## config.mk

```make
export PLATFORM = sky130hd
export DESIGN_NAME = bcd_cook_timer
export DESIGN_NICKNAME = d
export VERILOG_FILES = /design/src/rtl/bcd_cook_timer.sv
export SDC_FILE = /design/constraint.sdc
export NUM_CORES = 1
export LEC_CHECK = 0
export ABC_AREA = 1
export BUFFER_PORTS_ARGS = -buffer_cell sky130_fd_sc_hd__buf_4
export CAP_MARGIN = 0
export CORE_MARGIN = 2
export CORE_UTILIZATION = 40
export CTS_CLUSTER_SIZE = 20
export DETAILED_ROUTE_END_ITERATION = 12
export GPL_ROUTABILITY_DRIVEN = 0
export PLACE_DENSITY_LB_ADDON = 0.2
export SLEW_MARGIN = 20
export SYNTH_ARGS = -nofsm -noshare
export SYNTH_HDL_FRONTEND = slang
export SYNTH_SLANG_ARGS = --single-unit
```

## constraint.sdc

```tcl
create_clock -name clk -period 2.3 [get_ports clk]
set_input_delay 0.23 -clock clk [delete_from_list [all_inputs] [get_ports clk]]
set_output_delay 0.23 -clock clk [all_outputs]
set_load 0.01 [all_outputs]
```

## src/rtl/bcd_cook_timer.sv

```systemverilog
// Microwave cook-time countdown: four BCD digits entered from the keypad (MM:SS),
// decremented once per second while the magnetron is on.
module bcd_cook_timer #(
   parameter int unsigned TICK_DIV = 50_000_000,
   parameter int unsigned CNT_W    = 26
) (
   input  logic       clk,
   input  logic       reset,
   input  logic       clearn,
   input  logic       enable,
   input  logic       digit_valid,
   input  logic [3:0] digit,
   output logic [3:0] min_tens,
   output logic [3:0] min_units,
   output logic [3:0] sec_tens,
   output logic [3:0] sec_units,
   output logic       timer_done,
   output logic       sec_tick
);

   localparam logic [CNT_W-1:0] TickMax = CNT_W'(TICK_DIV - 1);

   logic [CNT_W-1:0] presc_q, presc_d;
   logic [3:0]       mt_d, mu_d, st_d, su_d;
   logic [3:0]       dec_mt, dec_mu, dec_st, dec_su;
   logic             tick_d;
   logic             counting;

   assign timer_done = ~|{min_tens, min_units, sec_tens, sec_units};
   assign counting   = enable && !timer_done;

   // One-second BCD decrement; only used while the time is nonzero.
   always_comb begin
      dec_mt = min_tens;
      dec_mu = min_units;
      dec_st = sec_tens;
      dec_su = sec_units;
      if (sec_units != 4'd0) begin
         dec_su = sec_units - 4'd1;
      end else if (sec_tens != 4'd0) begin
         dec_st = sec_tens - 4'd1;
         dec_su = 4'd9;
      end else begin
         dec_st = 4'd5;
         dec_su = 4'd9;
         if (min_units != 4'd0) begin
            dec_mu = min_units - 4'd1;
         end else begin
            dec_mt = min_tens - 4'd1;
            dec_mu = 4'd9;
         end
      end
   end

   always_comb begin
      mt_d    = min_tens;
      mu_d    = min_units;
      st_d    = sec_tens;
      su_d    = sec_units;
      presc_d = presc_q;
      tick_d  = 1'b0;
      if (!clearn) begin
         mt_d    = 4'd0;
         mu_d    = 4'd0;
         st_d    = 4'd0;
         su_d    = 4'd0;
         presc_d = '0;
      end else if (counting) begin
         if (presc_q == TickMax) begin
            presc_d = '0;
            tick_d  = 1'b1;
            mt_d    = dec_mt;
            mu_d    = dec_mu;
            st_d    = dec_st;
            su_d    = dec_su;
         end else begin
            presc_d = presc_q + CNT_W'(1);
         end
      end else if (!enable && digit_valid && (digit <= 4'd9)) begin
         mt_d = min_units;
         mu_d = sec_tens;
         st_d = sec_units;
         su_d = digit;
      end
      // A time of 00:00 never carries a partial second, however it was reached.
      if ({mt_d, mu_d, st_d, su_d} == 16'h0000) begin
         presc_d = '0;
      end
   end

   always_ff @(posedge clk) begin
      if (reset) begin
         min_tens  <= 4'd0;
         min_units <= 4'd0;
         sec_tens  <= 4'd0;
         sec_units <= 4'd0;
         presc_q   <= '0;
         sec_tick  <= 1'b0;
      end else begin
         min_tens  <= mt_d;
         min_units <= mu_d;
         sec_tens  <= st_d;
         sec_units <= su_d;
         presc_q   <= presc_d;
         sec_tick  <= tick_d;
      end
   end

endmodule

```

==> summary.txt <==
STA
  – Setup Total Neg Slack: -800 ps
  – Fmax achieved: 425 MHz
  – Slew @ Worst Pin: 535 ps
  – Worst Skew: approximately 14 ps
  – Max-slew violation count: 0
  – Worst setup margin: -55.3 ps
  – Period minus WS final: between 2000 and 2500 ps
  – Final period util: 1.02
  – Hold_ws: 245 ps
  – Final Hold Vio Count: 0
  – Max_slew headroom: 0.642
  – Unrepaired setup endpoints after global routing: yes
  – Final setup fails: 26

Route
  – First-pass iteration count of the detailed router: 5
  – # DRC: 0
  – Avg WL per Cell: around 13 um
  – WL final: 9810 um
  – Avg Vias per Cell: between 5 and 6
  – Antenna viol nets, final: 0
  – Via count: roughly 3.7k
  – DR iter-0 viols: 207

Cells and area
  – Layout Utilization: 0.567
  – Final Non-Filler Cells: roughly 740
  – Ant. Diodes: 0
  – Final nets: between 600 and 700
  – Synth-to-Final Area Change: 38.0%
  – Cell area after layout: ~4400 um2
  – Fraction of layout cells with a size suffix above 1: 0.301

Floorplan
  – Initial Util: 0.411
  – # rows: 32
  – Die Area: roughly 8700 um2
  – I/O pin cnt: 27
  – Die X: 93.1 um
  – Die H: between 90 and 100 um
  – CORE AREA: between 7000 and 8000 um2

CTS
  – CTS Hold Bufs: 0
  – Reg clk slew, reported paths: roughly 90 ps
  – CTS tree: yes
  – CTS root buf: clkbuf_8
  – Cts bufs inserted: 5
  – Total clock sinks: 43
  – Clock latency on the worst-skew pair: about 300 ps
  – Max H-tree Level: 2
  – Clock Path Buffers: 2

Pwr
  – Peak supply drop: ~0.34 mV
  – Tot Pwr: 2.51 mW
  – Pwr dens: ~570 nW/um2
  – Leak: ~1.9 nW

Synth
  – Asr flop ratio synth: 0
  – Avg Cell Area, Syn: roughly 6.0 um2
  – Distinct cell type count after synthesis: 35
  – Post-synthesis cell area: roughly 3200 um2
  – Ys flop type: dfxtp_1
  – Cells after Synth: 531
  – Post-synth EDFFs: 0
  – FF+latch count, synth: 43
  – Sequential cell area fraction in the yosys report: 0.271
  – YS warnings: 0
  – Syn_nets: about 550

Placement
  – Port Buf Inserts: 26
  – Worst slack at placement: -144 ps
  – Area post-placement: ~3900 um2
  – DPL Wire Length: approximately 7000 um
  – Dpl cells: 710

Worst hold path
  – Hold Path Depth: 2
  – HP Class: in2reg

Setup path
  – WP data required: 2540 ps
  – Crit path max-delay family: simple AND/OR/NAND/NOR gates
  – Critical Path AT: approximately 2600 ps
  – Critical Path Start Type: register
  – Length in cells of the worst reg-to-reg path: 14
  – Crit. End Element: register
  – Worst-path fanout max: 11
  – Critical path type: reg2reg
  – Levels on crit path: 14
  – Crit path largest cell delay: 360 ps
  – CP Buf/Inv Count: 5
  – Slowest-stage cell, CP: nor3_1
  – Worst path cell trace: inv_1 > ha_1 > nand2_2 > inv_1 > nand4_1 > nand2_4 > inv_6 > buf_12 > nand3_1 > nor3_1 > nand3_1 > xor2_1 > inv_1 > nor2_2
  – CP most frequent cell: inv_1

Global routing
  – First-pass GRT wire length: about 16,000 um
  – Grt total ovfl: 0
  – Initial antenna violation count: 0
  – Largest net degree at the start of global routing: 25
  – Tot GR Track Use: 0.222
  – Vias in the first global route: ~3.4k

Run status
  – Status: complete, but fails checks
  – Failing checks: setup timing

Flow run
  – Total of max-cap violations: 0
-- final cells by class --
type	count	area, um2
Fill cell	768	3340
Multi-Input combinational cell	413	2130
Timing Repair Buffer	113	927
Sequential cell	43	867
Inverter	58	231
Tap cell	102	128
Clock buffer	8	100
-- per-layer routing --
layer  part of all wire  track usage
met2               0.48        0.397
met1               0.44        0.281
met5                  0            0
met4              0.018       0.0551
met3              0.055       0.0322
-- report_power, final --
part | internal (mW) | switching, mW | leakage, nW
combinational | 0.539 | 0.621 | 1.54
sequential | 0.775 | 0.0252 | 0.350
clock | 0.275 | 0.273 | 0.0515
total | 1.59 | 0.919 | 1.94
-- path summary, 6_finish.rpt --
path / from / endpoint / slack, ps
worst max-delay path: min_units[0] / presc_q[24] / -60
worst min-delay path: reset / min_units[1] / 250
worst max register to register: min_units[0] / presc_q[24] / -60
worst min register to register: presc_q[13] / presc_q[13] / 590
-- cell usage after synthesis (5+ instances only) --
library cell	number	share of area
a21oi_1	22	0.035
nor2_1	75	0.089
nor2_2	17	0.033
nand3_1	30	0.047
o21ai_1	5	0.0079
nand2_1	163	0.19
xor2_1	13	0.036
dfxtp_1	43	0.27
nor4_1	5	0.0098
inv_1	53	0.063
nand4_1	8	0.016
nor3_1	16	0.025
o21ai_0	26	0.041
o31ai_1	5	0.012
ha_1	6	0.024
clkbuf_1	5	0.0059
-- state kept, by name (all words and copies together), names as in the netlist --
name	flops
min_tens	4
min_units	4
presc_q	26
sec_tens	4
sec_tick	1
sec_units	4
-- layout by cell type, fill, tap and decap left out, types with 6 or more instances in the layout --
master    count
o21ai_0      24
buf_4       105
nand4_1       8
a21oi_1      22
xor2_1       13
inv_1        47
clkbuf_8      7
dfxtp_1      38
o21ai_1       6
nor3_1       14
inv_2         7
nand2_2       7
nand2_1     157
nor2_2       29
nand3_1      28
nor2_1       60
-- logic make-up (layout without fill, tap and decap cells) --
family          after synthesis  after routing  synth area share
flops                        43             43             0.271
compound gates               66             66             0.117
simple gates                325            325             0.441
buf+inv                      75            179             0.104
xor+xnor                     16             16            0.0441
fa+ha+maj                     6              6            0.0236
-- what timing repair did --
action | CTS | global route
buffers inserted | 12 | 6
pin swaps | 13 | 7
resized for setup | 20 | 40
setup endpoints to repair | 26 | 27
cloned | 1 | 2
Note: power is estimated with default switching activity, not from simulation.
